===== src/rtl/mpt_pkg.sv =====
// Purpose: shared types and constants for the MPT walker pipeline stages.
// Latency: n/a (types, constants and pure helper functions only).
// Backpressure: n/a.
package mpt_pkg;

    localparam int MPT_ADDR_W = 32;
    localparam int PAGE_SHIFT = 12;
    localparam int L1_IDX_LSB = 22;
    localparam int L0_IDX_LSB = 12;

    localparam logic [1:0] ACC_READ  = 2'd0;
    localparam logic [1:0] ACC_WRITE = 2'd1;
    localparam logic [1:0] ACC_EXEC  = 2'd2;

    typedef enum logic [1:0] {
        FAULT_NONE    = 2'd0,
        FAULT_INVALID = 2'd1,
        FAULT_PERM    = 2'd2,
        FAULT_DEPTH   = 2'd3
    } mpt_fault_e;

    // One MPT table entry as it comes back from memory.
    typedef struct packed {
        logic [19:0] ppn;
        logic [6:0]  rsvd;
        logic        l;
        logic        x;
        logic        w;
        logic        r;
        logic        v;
    } mpt_entry_t;

    // Walker transaction: spa = address of the entry just read, rpa = the
    // entry data, mmpt = the physical address being checked.
    typedef struct packed {
        logic [MPT_ADDR_W-1:0] spa;
        logic [31:0]           rpa;
        logic [MPT_ADDR_W-1:0] mmpt;
        logic [1:0]            access_type;
        logic                  walking;
    } mptw_transaction_t;

    typedef struct packed {
        logic                  allow;
        mpt_fault_e            fault;
        logic [MPT_ADDR_W-1:0] pa;
    } mpt_resp_t;

    localparam int MPTW_TXN_W = $bits(mptw_transaction_t);

    // Reserved access type (3) never matches a permission bit.
    function automatic logic perm_ok(input mpt_entry_t e, input logic [1:0] acc);
        logic ok;
        ok = 1'b0;
        case (acc)
            ACC_READ:  ok = e.r;
            ACC_WRITE: ok = e.w;
            ACC_EXEC:  ok = e.x;
            default:   ok = 1'b0;
        endcase
        return ok;
    endfunction

endpackage


===== src/rtl/mpt_out_buffer.sv =====
// Purpose: single-entry valid/ready output register, generic over the payload type.
// Latency: one cycle from input handshake to out_valid.
// Backpressure: in_ready = empty, or full and draining this cycle (full throughput).
// Ports: clk_i/rst_i; in_valid/in_ready/in_data upstream; out_valid/out_ready/out_data downstream.
module mpt_out_buffer #(
    parameter type dtype = logic [31:0]
) (
    input  logic clk_i,
    input  logic rst_i,
    input  logic in_valid,
    output logic in_ready,
    input  dtype in_data,
    output logic out_valid,
    input  logic out_ready,
    output dtype out_data
);

    logic vld_q, vld_d;
    dtype dat_q, dat_d;

    // in_ready does not look at in_valid, so upstream may use it to steer.
    assign in_ready  = !vld_q || out_ready;
    assign out_valid = vld_q;
    assign out_data  = dat_q;

    always_comb begin
        vld_d = vld_q;
        dat_d = dat_q;
        if (vld_q && out_ready) begin
            vld_d = 1'b0;
        end
        if (in_valid && in_ready) begin
            vld_d = 1'b1;
            dat_d = in_data;
        end
    end

    always_ff @(posedge clk_i or posedge rst_i) begin
        if (rst_i) begin
            vld_q <= 1'b0;
            dat_q <= '0;
        end else begin
            vld_q <= vld_d;
            dat_q <= dat_d;
        end
    end

endmodule


===== src/rtl/mpt_entry_check_stage.sv =====
// Purpose: decode a fetched MPT entry and route the walk to a final response or a next-level walk.
// Latency: one cycle from input handshake to the chosen output's valid.
// Backpressure: input stalls only when the buffer its data routes to is full and not draining.
// Ports: stage_slave_* from memory read stage; walk_master_* next-level walk request;
//        resp_* permission response (allow, fault code, checked PA); fault_count_o saturating fault count.
module mpt_entry_check_stage
    import mpt_pkg::*;
#(
    parameter int PIPELINE_SLAVE_DATA_WIDTH  = MPTW_TXN_W,  // must equal $bits(mptw_transaction_t)
    parameter int PIPELINE_MASTER_DATA_WIDTH = MPTW_TXN_W,  // must equal $bits(mptw_transaction_t)
    parameter int ADDR_WIDTH                 = MPT_ADDR_W,
    parameter int FAULT_CNT_WIDTH            = 16
) (
    input  logic                                  clk_i,
    input  logic                                  rst_i,
    input  logic [PIPELINE_SLAVE_DATA_WIDTH-1:0]  stage_slave_data,
    input  logic                                  stage_slave_valid,
    output logic                                  stage_slave_ready,
    output logic [PIPELINE_MASTER_DATA_WIDTH-1:0] walk_master_data,
    output logic                                  walk_master_valid,
    input  logic                                  walk_master_ready,
    output logic                                  resp_valid_o,
    input  logic                                  resp_ready_i,
    output logic                                  resp_allow_o,
    output logic [1:0]                            resp_fault_o,
    output logic [ADDR_WIDTH-1:0]                 resp_pa_o,
    output logic [FAULT_CNT_WIDTH-1:0]            fault_count_o
);

    mptw_transaction_t in_txn;
    mpt_entry_t        entry;
    logic              route_walk;
    mpt_resp_t         resp_in;
    mptw_transaction_t walk_in;

    logic              walk_in_ready;
    logic              resp_in_ready;
    mptw_transaction_t walk_out;
    mpt_resp_t         resp_out;

    logic [FAULT_CNT_WIDTH-1:0] fault_cnt_q, fault_cnt_d;

    assign in_txn = stage_slave_data;
    assign entry  = in_txn.rpa;

    // Routing decision; first matching rule wins.
    always_comb begin
        route_walk    = 1'b0;
        resp_in       = '0;
        resp_in.pa    = in_txn.mmpt;
        resp_in.fault = FAULT_NONE;
        walk_in       = in_txn;
        walk_in.walking = 1'b0;
        walk_in.rpa     = '0;
        // Next-level entry address: table base from PPN plus the 4-byte
        // entry selected by the level-0 index of the checked PA. Wraps.
        walk_in.spa = {entry.ppn, {PAGE_SHIFT{1'b0}}}
                    + MPT_ADDR_W'({in_txn.mmpt[L1_IDX_LSB-1:L0_IDX_LSB], 2'b00});

        if (!entry.v) begin
            resp_in.fault = FAULT_INVALID;
        end else if (entry.l) begin
            resp_in.allow = perm_ok(entry, in_txn.access_type);
            resp_in.fault = resp_in.allow ? FAULT_NONE : FAULT_PERM;
        end else if (!in_txn.walking) begin
            // Pointer entry found at the last level: walk is too deep.
            resp_in.fault = FAULT_DEPTH;
        end else begin
            route_walk = 1'b1;
        end
    end

    // Ready follows the buffer this data would land in, so a stalled
    // output never blocks traffic bound for the other one.
    assign stage_slave_ready = route_walk ? walk_in_ready : resp_in_ready;

    mpt_out_buffer #(.dtype(mptw_transaction_t)) u_walk_buf (
        .clk_i     (clk_i),
        .rst_i     (rst_i),
        .in_valid  (stage_slave_valid && route_walk),
        .in_ready  (walk_in_ready),
        .in_data   (walk_in),
        .out_valid (walk_master_valid),
        .out_ready (walk_master_ready),
        .out_data  (walk_out)
    );

    mpt_out_buffer #(.dtype(mpt_resp_t)) u_resp_buf (
        .clk_i     (clk_i),
        .rst_i     (rst_i),
        .in_valid  (stage_slave_valid && !route_walk),
        .in_ready  (resp_in_ready),
        .in_data   (resp_in),
        .out_valid (resp_valid_o),
        .out_ready (resp_ready_i),
        .out_data  (resp_out)
    );

    assign walk_master_data = walk_out;
    assign resp_allow_o     = resp_out.allow;
    assign resp_fault_o     = resp_out.fault;
    assign resp_pa_o        = resp_out.pa;

    // Counted at input acceptance, not at response drain.
    always_comb begin
        fault_cnt_d = fault_cnt_q;
        if (stage_slave_valid && stage_slave_ready && !route_walk
                && resp_in.fault != FAULT_NONE && fault_cnt_q != '1) begin
            fault_cnt_d = fault_cnt_q + 1'b1;
        end
    end

    always_ff @(posedge clk_i or posedge rst_i) begin
        if (rst_i) begin
            fault_cnt_q <= '0;
        end else begin
            fault_cnt_q <= fault_cnt_d;
        end
    end

    assign fault_count_o = fault_cnt_q;

    // Fields deliberately not consumed by this stage.
    logic unused_fields;
    assign unused_fields = ^{entry.rsvd, in_txn.spa};

endmodule

===== config.mk =====
export PLATFORM = sky130hd
export DESIGN_NAME = mpt_entry_check_stage
export DESIGN_NICKNAME = d
export VERILOG_FILES = /design/src/rtl/mpt_pkg.sv /design/src/rtl/mpt_out_buffer.sv /design/src/rtl/mpt_entry_check_stage.sv
export SDC_FILE = /design/constraint.sdc
export NUM_CORES = 1
export LEC_CHECK = 0
export BUFFER_PORTS_ARGS = -buffer_cell sky130_fd_sc_hd__buf_2
export CAP_MARGIN = 20
export CELL_PAD_IN_SITES_DETAIL_PLACEMENT = 0
export CELL_PAD_IN_SITES_GLOBAL_PLACEMENT = 2
export CORE_ASPECT_RATIO = 1.1
export CORE_MARGIN = 3
export CORE_UTILIZATION = 29
export DETAILED_ROUTE_END_ITERATION = 16
export HOLD_SLACK_MARGIN = 0.08
export PLACE_DENSITY_LB_ADDON = 0.1
export SLEW_MARGIN = 20
export SYNTH_ARGS = -nofsm -noshare
export SYNTH_HDL_FRONTEND = slang
export SYNTH_SLANG_ARGS = --single-unit

===== constraint.sdc =====
create_clock -name clk_i -period 11.25 [get_ports clk_i]
set_clock_uncertainty 0.2 [all_clocks]
set_input_delay 2.25 -clock clk_i [delete_from_list [all_inputs] [get_ports clk_i]]
set_output_delay 2.25 -clock clk_i [all_outputs]
set_load 0.005 [all_outputs]

==> summary.txt, run 1 <==
Floorplan
  • Die width: 127 um
  • Die area: 0.0176 sq mm
  • Initial Util: 30.2%
  • FP Rows: 47
  • IO Pins: 257
  • DIE HEIGHT: 139 um
  • Core footprint: 0.0154 sq mm

Worst hold path
  • Hold Path Sink: u_resp_buf.out_data[33]
  • WHS Path Cells: 2
  • Worst hold start: u_resp_buf.out_data[33]
  • Hold Path Class: reg -> reg

Setup path
  • RR Endpoint: u_walk_buf.out_data[6]
  • CP Class: in -> out
  • Origin of the critical flop-to-flop path: u_walk_buf.out_valid
  • R2R depth: 4
  • Critical Path AT: 2950 ps
  • Worst Path Required: 8800 ps
  • Critical Path Fanout Max: 7
  • Slowest stage delay, CP: 200 ps
  • Most frequent cell on the critical path: buf_2
  • Startpoint Class: input port
  • Slowest cell on crit path: buf_2
  • Reg2reg setup slack: 8880 ps
  • Crit. End Element: output pin
  • Crit path cell chain: buf_2, nand3b_1, mux2i_1, buf_2

STA
  • Hold Vio Cnt, Final: 0
  • Max Freq: 185 MHz
  • Post-route minimum period: 5400 ps
  • Max Slew Vio Count: 0
  • Actual slew at the worst max-slew pin: 726 ps
  • RSZ-0062 raised after global routing: false
  • Final setup fails: 0
  • Setup TNS: 0 ps
  • Final worst path period share: 48.0%
  • Max_slew headroom: 51.6%

Clock tree
  • Max Root-Sink Buffers: 2
  • Root Buffer: clkbuf_16
  • Setup Buffers After CTS: 0
  • Worst-path clk slew: 70 ps
  • Hold_buf cts: 0
  • CTS tree: built
  • H-tree levels: 3
  • CTS Buf Count: 9
  • CTS resizes: 0
  • Clk_lat worst skew: 340 ps
  • Clk sinks: 107

Pwr
  • PwrDens: 176 mW/mm^2
  • Leakage: 0.00285 uW
  • Max rail drop VDD: 0.0763 mV

Synthesis
  • Async SR Flop Fraction: 100%
  • Ranking of synthesized cells by area: dfrtp_1 57%, mux2_2 22%, buf_4 8.2%
  • Synth cell types: 33
  • Synth warn: 0
  • Synth top area share: 57.5%
  • Post-Synthesis Cells: 326
  • Top FF cell, synth: dfrtp_1
  • Post-Synthesis Cell Area: 0.00466 sq mm
  • Leading area contributor after synthesis: dfrtp_1
  • Most frequent cells after synthesis: 107 x dfrtp_1, 89 x mux2_2, 51 x buf_4
  • Top-count cell post-synth: dfrtp_1
  • Syn_area_per_cell: 14.3 sq um
  • Sequential share of the synthesized area: 57.5%
  • Post-synth EDFFs: 0
  • Yosys reg bits: 107

GRT
  • Initial antenna violation count: 0
  • Vias in the first global route: 3130
  • Total track usage: 12.3%
  • Largest net degree at the start of global routing: 58
  • First-pass GRT wire length: 17000 um
  • Gr ovfl total: 0

Finish
  • Antenna diodes: 0
  • Area taken by multi-input logic gates: 0.00169 sq mm
  • Sequential cell area: 0.00268 sq mm
  • Area delta synth->final: 25.2%
  • # nets final: 606
  • Fill cell count: 1550
  • Final core utilization: 37.9%
  • Share of cells above drive strength 1: 58.8%

Drt
  • First-pass DRT Iterations: 4
  • Vias: 3026
  • Drt wl/cell: 15.5 um
  • Initial drt markers: 93
  • DR DRC count: 0
  • Drt via density: 4.32
  • Post-DRT Antenna Nets: 0
  • WL final: 10800 um

Flow run
  • Max capacitance violation total: 0

Placed design
  • Dpl hpwl: 7870 um
  • Final GP Congestion: 0.746
  • Count of input and output buffers: 182

Outcome
  • Status: finished clean
==> sequential cells by signal (all words and copies together), names as in the netlist <==
signal                flops
fault_count_o            16
u_walk_buf.out_valid      1
u_walk_buf.out_data      54
u_resp_buf.out_valid      1
u_resp_buf.out_data      35
==> how the worst max path moves through the flow <==
stage / from / to / slack (ps)
floorplan: rst_i / fault_count_o[0] / 5980
global placement: stage_slave_data[35] / stage_slave_ready / 5850
detailed placement: stage_slave_data[35] / stage_slave_ready / 5840
CTS: stage_slave_data[35] / stage_slave_ready / 5840
global route: stage_slave_data[35] / stage_slave_ready / 5770
finish: stage_slave_data[35] / stage_slave_ready / 5850
==> where the power goes <==
group	total [uW]	switching (uW)	internal [uW]
registers	506	44.6	461
clock network	295	135	161
logic	228	99.6	128
total	1030	279	750
==> area by class of cell <==
type | count | area share [%]
clock buffers | 11 | 4.33
clock inverters | 4 | 0.451
inverters | 2 | 0.172
multi-input cells | 196 | 28.9
flip-flops and latches | 107 | 45.9
well taps | 196 | 4.21
repair buffers | 185 | 16.0
==> worst max-delay path, delay by kind of cell <==
family | cells | cell delay [ps]
mux | 1 | 180
simple gates | 1 | 190
buf+inv | 2 | 330
==> logic make-up (layout without fill, tap and decap cells) <==
family | after synthesis | count (layout) | share of synthesized area, %
flops | 107 | 107 | 57.5
mux | 93 | 93 | 22.5
buf+inv | 57 | 202 | 9.18
simple gates | 48 | 48 | 6.34
xor+xnor | 12 | 12 | 2.26
compound gates | 7 | 7 | 1.93
fa+ha+maj | 1 | 1 | 0.268
other cells | 1 | 35 | 0.0805
==> cells in the final DEF, fill, tap and decap left out, types with 2 or more instances in the layout <==
| cell type | instances |
|---|---|
| and3_1 | 3 |
| and2_1 | 2 |
| a211oi_4 | 2 |
| clkbuf_8 | 2 |
| nand4b_1 | 3 |
| conb_1 | 35 |
| mux2i_1 | 2 |
| nor2_1 | 3 |
| dfrtp_1 | 107 |
| nand4_1 | 8 |
| nor2b_1 | 2 |
| buf_4 | 3 |
| clkinv_2 | 2 |
| xnor2_1 | 11 |
| a21oi_1 | 2 |
| nand3b_1 | 3 |
| clkbuf_16 | 9 |
| mux2_2 | 89 |
| nand3_1 | 6 |
| nand2_1 | 6 |
| buf_2 | 182 |
| nand2b_1 | 7 |
==> per-layer routing <==
metal  global-route usage [%]  routed length (um)  share of wire [%]  vias up
met5                        0                   0                  0        -
met3                     3.93                 875                8.1       13
li1                         -                   -                  -     1403
met1                     14.1                4080                 38     1491
met4                     5.25                 190                1.8        0
met2                     20.9                5690                 52      119
==> stage by stage <==
| stage | instance area (sq um) | instances | power (uW) | hold slack (ps) | setup slack [ps] |
|---|---|---|---|---|---|
| final | 5830 | 701 | 1030 | 283 | 5850 |
| after detailed placement | 5550 | 686 | 751 | 279 | 5840 |
| after floorplan | 4790 | 360 | 641 | 271 | 5980 |
| after global placement | 5550 | 686 | 746 | 264 | 5850 |
| after CTS | 5830 | 701 | 1060 | 295 | 5840 |
| after global routing | 5830 | 701 | 1100 | 318 | 5770 |
(Power assumes the default switching activity.)
==> run 2: changes to the inputs <==
--- a/config.mk
+++ b/config.mk
@@ -11,7 +11,7 @@
 export CELL_PAD_IN_SITES_GLOBAL_PLACEMENT = 2
 export CORE_ASPECT_RATIO = 1.1
 export CORE_MARGIN = 3
-export CORE_UTILIZATION = 29
+export CORE_UTILIZATION = 25
 export DETAILED_ROUTE_END_ITERATION = 16
 export HOLD_SLACK_MARGIN = 0.08
 export PLACE_DENSITY_LB_ADDON = 0.1
==> constraint.sdc (replaced) <==
create_clock -name clk_i -period 4.7 [get_ports clk_i]
set_clock_uncertainty 0.2 [all_clocks]
set_input_delay 0.94 -clock clk_i [delete_from_list [all_inputs] [get_ports clk_i]]
set_output_delay 0.94 -clock clk_i [all_outputs]
set_load 0.005 [all_outputs]
==> run 2 against run 1 <==
Sequential power grew 140%. First-iteration DRC count is 42% lower. Non-clock buffer count rose by 1. Setup slack worse by 3900 ps. Combinational power grew 140%. Global-route usage shrank 0.87 points. Total power rose to 2.6 times the previous value. Die area is 15% higher. Worst hold slack improved by 5.3 ps. Sequential share of layout area down 1.0 points. Routed wire length rose by 5.5%. Largest cell class unchanged.
==> summary.txt, run 2 (synthesis results as in run 1) <==
Setup path
  • Crit. End Element: output pin
  • R2R depth: 5 (+1)
  • Startpoint Class: input port
  • Reg2reg setup slack: 2460 ps (-6420 ps)
  • Critical Path AT: 1620 ps (-1330 ps)
  • Worst Path Required: 3560 ps (-5240 ps)
  • CP Class: in -> out
  • Origin of the critical flop-to-flop path: u_resp_buf.out_valid
  • Critical Path Fanout Max: 7 (unchanged)
  • RR Endpoint: fault_count_o[15]

Drt
  • Drt wl/cell: 15.3 um (-0.72%)
  • Initial drt markers: 54 (-42%)
  • Post-DRT Antenna Nets: 0 (unchanged)
  • Drt via density: 4.08 (-5.5%)
  • Vias: 3040 (+0.46%)
  • DR DRC count: 0 (unchanged)
  • WL final: 11400 um (+5.5%)
  • First-pass DRT Iterations: 4 (unchanged)

Pwr
  • Leakage: 0.00289 uW (+1.4%)
  • PwrDens: 443 mW/mm^2 (+150%)
  • Max rail drop VDD: 0.146 mV (+91%)

Floorplan
  • FP Rows: 51 (+8.5%)
  • DIE HEIGHT: 149 um (+7.4%)
  • Die area: 0.0203 sq mm (+15%)
  • Die width: 136 um (+7.3%)
  • Core footprint: 0.0180 sq mm (+17%)
  • Initial Util: 25.9% (-4.3 points)
  • IO Pins: 257 (unchanged)

Clock tree
  • CTS Buf Count: 9 (unchanged)
  • Root Buffer: clkbuf_16
  • Clk_lat worst skew: 340 ps (about the same)
  • Max Root-Sink Buffers: 2 (unchanged)
  • H-tree levels: 3 (unchanged)
  • Setup Buffers After CTS: 0 (unchanged)
  • CTS resizes: 0 (unchanged)
  • Worst-path clk slew: 70 ps (about the same)
  • Clk sinks: 107 (unchanged)
  • CTS tree: built
  • Hold_buf cts: 0 (unchanged)

STA
  • Setup TNS: 0 ps (unchanged)
  • Actual slew at the worst max-slew pin: 836 ps (+109 ps)
  • RSZ-0062 raised after global routing: false
  • Final worst path period share: 58.6%
  • Final WS setup: 1940 ps (-3910 ps)
  • Final setup fails: 0 (unchanged)
  • Max_slew headroom: 44.3% (-7.3 points)
  • Hold Vio Cnt, Final: 0 (unchanged)
  • Max Slew Vio Count: 0 (unchanged)
  • Worst hold slack: 288 ps (+5.28 ps)
  • Post-route minimum period: 2760 ps
  • Max Freq: 363 MHz

Finish
  • Most common cell after layout, fill and taps aside: buf_2
  • Max reg flops: 54 (unchanged)
  • Share of cells above drive strength 1: 59.0% (+0.16 points)
  • Area delta synth->final: 28.0%
  • Final core utilization: 33.1% (-4.7 points)
  • Post-Layout Cell Count: 745 (+6.3%)
  • Antenna diodes: 0 (unchanged)
  • Most frequent cells in the layout: 182 x buf_2, 107 x dfrtp_1, 89 x mux2_2
  • # nets final: 607 (+0.17%)

Outcome
  • Status: finished clean

Flow run
  • Max capacitance violation total: 0 (unchanged)

GRT
  • Total track usage: 11.4% (-0.87 points)
  • Vias in the first global route: 3304 (+5.6%)
  • Initial antenna violation count: 0 (unchanged)
  • First-pass GRT wire length: 17800 um (+4.9%)
  • Largest net degree at the start of global routing: 68 (+17%)
  • Gr ovfl total: 0 (unchanged)

Worst hold path
  • WHS Path Cells: 2 (unchanged)
  • Hold Path Sink: u_resp_buf.out_data[33]
  • Hold Path Class: reg -> reg
  • Worst hold start: u_resp_buf.out_data[33]

Placed design
  • Final GP Congestion: 0.690 (-7.4%)
  • Pre-CTS setup slack: 1530 ps (-4320 ps)
  • Dpl hpwl: 8310 um (+5.6%)
  • Placed cell count: 729 (+6.3%)
  • Count of input and output buffers: 182 (unchanged)
-- run 2: final cells by class --
| cell class | instances | area [sq um] |
|---|---|---|
| fillers | 1873 | 12000 |
| clock inverters | 6 | 113 |
| well taps | 238 | 298 |
| inverters | 2 | 10.0 |
| repair buffers | 186 | 941 |
| clock buffers | 10 | 239 |
| flip-flops and latches | 107 | 2680 |
| multi-input cells | 196 | 1690 |
-- run 2: stage by stage --
stage,area [sq um],power (uW)
floorplan,4790,1530
global placement,5610,1790
detailed placement,5610,1800
CTS,5960,2710
global route,5960,2820
finish,5960,2640
-- run 2: layer usage --
layer  GRT usage [%]  part of all wire (%)  up-vias  wire, um
met5               0                     0        -         0
met4            5.19                   2.1        0       243
met3            4.35                   9.3       14      1070
met2            19.6                    51      118      5870
met1            12.3                    37     1504      4250
li1                -                     -     1404         -
-- run 2: worst max-delay path: stages --
cell	delay (ps)
buf_2	200
nand3b_1	180
mux2i_1	170
buf_2	130
-- run 2: how the worst max path moves through the flow --
stage                              start                 to  slack [ps]  cells after the start
finish              stage_slave_data[35]  stage_slave_ready        1940                      4
floorplan                          rst_i   fault_count_o[0]         740                      1
global placement    stage_slave_data[35]  fault_count_o[15]        1560                      6
detailed placement  stage_slave_data[35]  fault_count_o[15]        1530                      6
global route        stage_slave_data[35]  stage_slave_ready        1880                      4
CTS                 stage_slave_data[35]  fault_count_o[15]        1910                      6
-- run 2: power by group --
group          switching, uW  internal [uW]
sequential               113           1100
combinational            238            307
clock                    344            537
==> run 3: changes to the inputs <==
--- a/config.mk
+++ b/config.mk
@@ -11,7 +11,7 @@
 export CELL_PAD_IN_SITES_GLOBAL_PLACEMENT = 2
 export CORE_ASPECT_RATIO = 1.1
 export CORE_MARGIN = 3
-export CORE_UTILIZATION = 25
+export CORE_UTILIZATION = 27
 export DETAILED_ROUTE_END_ITERATION = 16
 export HOLD_SLACK_MARGIN = 0.08
 export PLACE_DENSITY_LB_ADDON = 0.1
==> constraint.sdc (replaced) <==
create_clock -name clk_i -period 2.7 [get_ports clk_i]
set_clock_uncertainty 0.2 [all_clocks]
set_input_delay 0.54 -clock clk_i [delete_from_list [all_inputs] [get_ports clk_i]]
set_output_delay 0.54 -clock clk_i [all_outputs]
set_load 0.005 [all_outputs]
==> run 3 against run 2 <==
Cell area about the same. Via count up 1.5%. Worst hold slack worse by 71 ps. Critical endpoint is now fault_count_o[1]. Largest power group unchanged. Highest routed layer unchanged.
==> summary.txt, run 3 (synthesis results as in run 1) <==
Outcome
  • Status: finished clean

Placed design
  • Pre-CTS setup slack: 299 ps (-1230 ps)
  • Count of input and output buffers: 182 (unchanged)
  • Dpl hpwl: 8380 um (+0.92%)
  • Final GP Congestion: 0.680 (-1.6%)

STA
  • Final setup fails: 0 (unchanged)
  • Final worst path period share: 76.9%
  • Post-route minimum period: 2080 ps
  • Max Slew Vio Count: 0 (unchanged)
  • Worst hold slack: 217 ps (-71.2 ps)
  • Actual slew at the worst max-slew pin: 623 ps (-212 ps)
  • Final WS setup: 622 ps (-1320 ps)
  • RSZ-0062 raised after global routing: false
  • Hold Vio Cnt, Final: 0 (unchanged)
  • Max Freq: 481 MHz
  • Max_slew headroom: 58.1% (+14 points)
  • Setup TNS: 0 ps (unchanged)

Worst hold path
  • WHS Path Cells: 2 (unchanged)
  • Hold Path Class: in -> reg
  • Hold Path Sink: u_walk_buf.out_data[89]
  • Worst hold start: stage_slave_data[57]

Drt
  • Drt wl/cell: 15.5 um (+0.72%)
  • WL met3: 977 um (-8.3%)
  • Drt via density: 4.17 (+2.2%)
  • WL final: 11400 um (about the same)
  • DR DRC count: 0 (unchanged)
  • Highest metal used: met4
  • Met2 Routed Length: 5650 um (-3.8%)
  • Metal-1 WL: 4550 um (+7.0%)
  • Vias: 3086 (+1.5%)
  • Initial drt markers: 83 (+54%)
  • First-pass DRT Iterations: 4 (unchanged)
  • Post-DRT Antenna Nets: 0 (unchanged)

Setup path
  • CP Class: reg -> reg
  • Worst setup startpoint: fault_count_o[0]
  • Slowest stage delay, CP: 560 ps (+360 ps)
  • Crit path cell chain: ha_1, nand4_1, nor4_2, a211oi_4, mux2_2
  • RR Endpoint: fault_count_o[1]
  • Origin of the critical flop-to-flop path: fault_count_o[0]
  • Slowest cell on crit path: nor4_2
  • R2R depth: 5 (unchanged)
  • Worst Path Required: 2740 ps (-820 ps)
  • Critical Path Fanout Max: 7 (unchanged)
  • Critical Path AT: 2110 ps (+490 ps)
  • Startpoint Class: flip-flop
  • Crit. End Element: flip-flop
  • Reg2reg setup slack: 620 ps (-1840 ps)

GRT
  • Vias in the first global route: 3391 (+2.6%)
  • Gr ovfl total: 0 (unchanged)
  • First-pass GRT wire length: 18300 um (+2.6%)
  • Largest net degree at the start of global routing: 58 (-15%)
  • Initial antenna violation count: 0 (unchanged)
  • Total track usage: 12.3% (+0.87 points)

Finish
  • Final core utilization: 35.9% (+2.7 points)
  • Fill cell count: 1681 (-10%)
  • Share of cells above drive strength 1: 59.1% (+0.13 points)
  • Area delta synth->final: 28.0% (about the same)
  • Antenna diodes: 0 (unchanged)
  • # nets final: 611 (+0.66%)
  • Max reg flops: 54 (unchanged)
  • Most common cell after layout, fill and taps aside: buf_2
  • Most frequent cells in the layout: 182 x buf_2, 107 x dfrtp_1, 89 x mux2_2

Clock tree
  • CTS resizes: 0 (unchanged)
  • CTS tree: built
  • Root Buffer: clkbuf_16
  • H-tree levels: 3 (unchanged)
  • Max Root-Sink Buffers: 2 (unchanged)
  • Clk_lat worst skew: 350 ps (about the same)
  • Worst-path clk slew: 70 ps (about the same)
  • Clk sinks: 107 (unchanged)
  • CTS Buf Count: 9 (unchanged)

Floorplan
  • DIE HEIGHT: 144 um (-3.6%)
  • Core footprint: 0.0166 sq mm (-7.7%)
  • Die width: 131 um (-3.6%)
  • Die area: 0.0189 sq mm (-7.1%)
  • IO Pins: 257 (unchanged)
  • Initial Util: 28.0% (+2.2 points)
  • FP Rows: 49 (-3.9%)

Pwr
  • Max rail drop VDD: 0.268 mV (+84%)
  • Leakage: 0.00288 uW (-0.30%)
  • PwrDens: 742 mW/mm^2 (+68%)
  • Design Power: 4420 uW (+68%)

Flow run
  • Max capacitance violation total: 0 (unchanged)
## run 3: worst max-delay path by stage
stage                              endpoint  slack, ps
after floorplan            fault_count_o[0]        670
after global placement    fault_count_o[15]        310
after detailed placement  fault_count_o[15]        300
after CTS                  fault_count_o[1]        580
after global routing       fault_count_o[1]        430
final                      fault_count_o[1]        620
## run 3: worst max-delay path, delay by kind of cell (launching register included)
kind	cells	cell delay, ps
AND/OR/NAND/NOR	2	680
flip-flops	1	410
multiplexers	1	310
AO/OA/AOI/OAI	1	160
adder cells (fa/ha/maj)	1	210
## run 3: final cells by class
cell class                      count  area (sq um)  area share, %
Multi-Input combinational cell    196          1690           28.3
Timing Repair Buffer              190           998           16.7
Tap cell                          229           287           4.81
Clock inverter                      7          76.3           1.28
Sequential cell                   107          2680           44.9
Inverter                            2          11.3          0.189
Clock buffer                        9           225           3.78
## run 3: timing repair
item | CTS | global route
hold endpoints to repair | 22 | 0
hold buffers | 1 | 0
setup buffers | 0 | 0
## run 3: metrics by stage
stage / cells / instance area [sq um]
CTS: 740 / 5960
detailed placement: 723 / 5650
global route: 740 / 5960
finish: 740 / 5960
floorplan: 360 / 4790
global placement: 723 / 5650
## run 3: power by group
group | switching (uW) | total (uW) | internal (uW)
sequential | 194 | 2110 | 1920
clock | 622 | 1350 | 725
combinational | 422 | 963 | 541
## run 3: routing by layer
| layer | vias up | GRT usage, % |
|---|---|---|
| li1 | 1423 | - |
| met1 | 1526 | 13.7 |
| met2 | 122 | 21.2 |
| met3 | 15 | 4.24 |
| met4 | 0 | 5.91 |
| met5 | - | 0 |
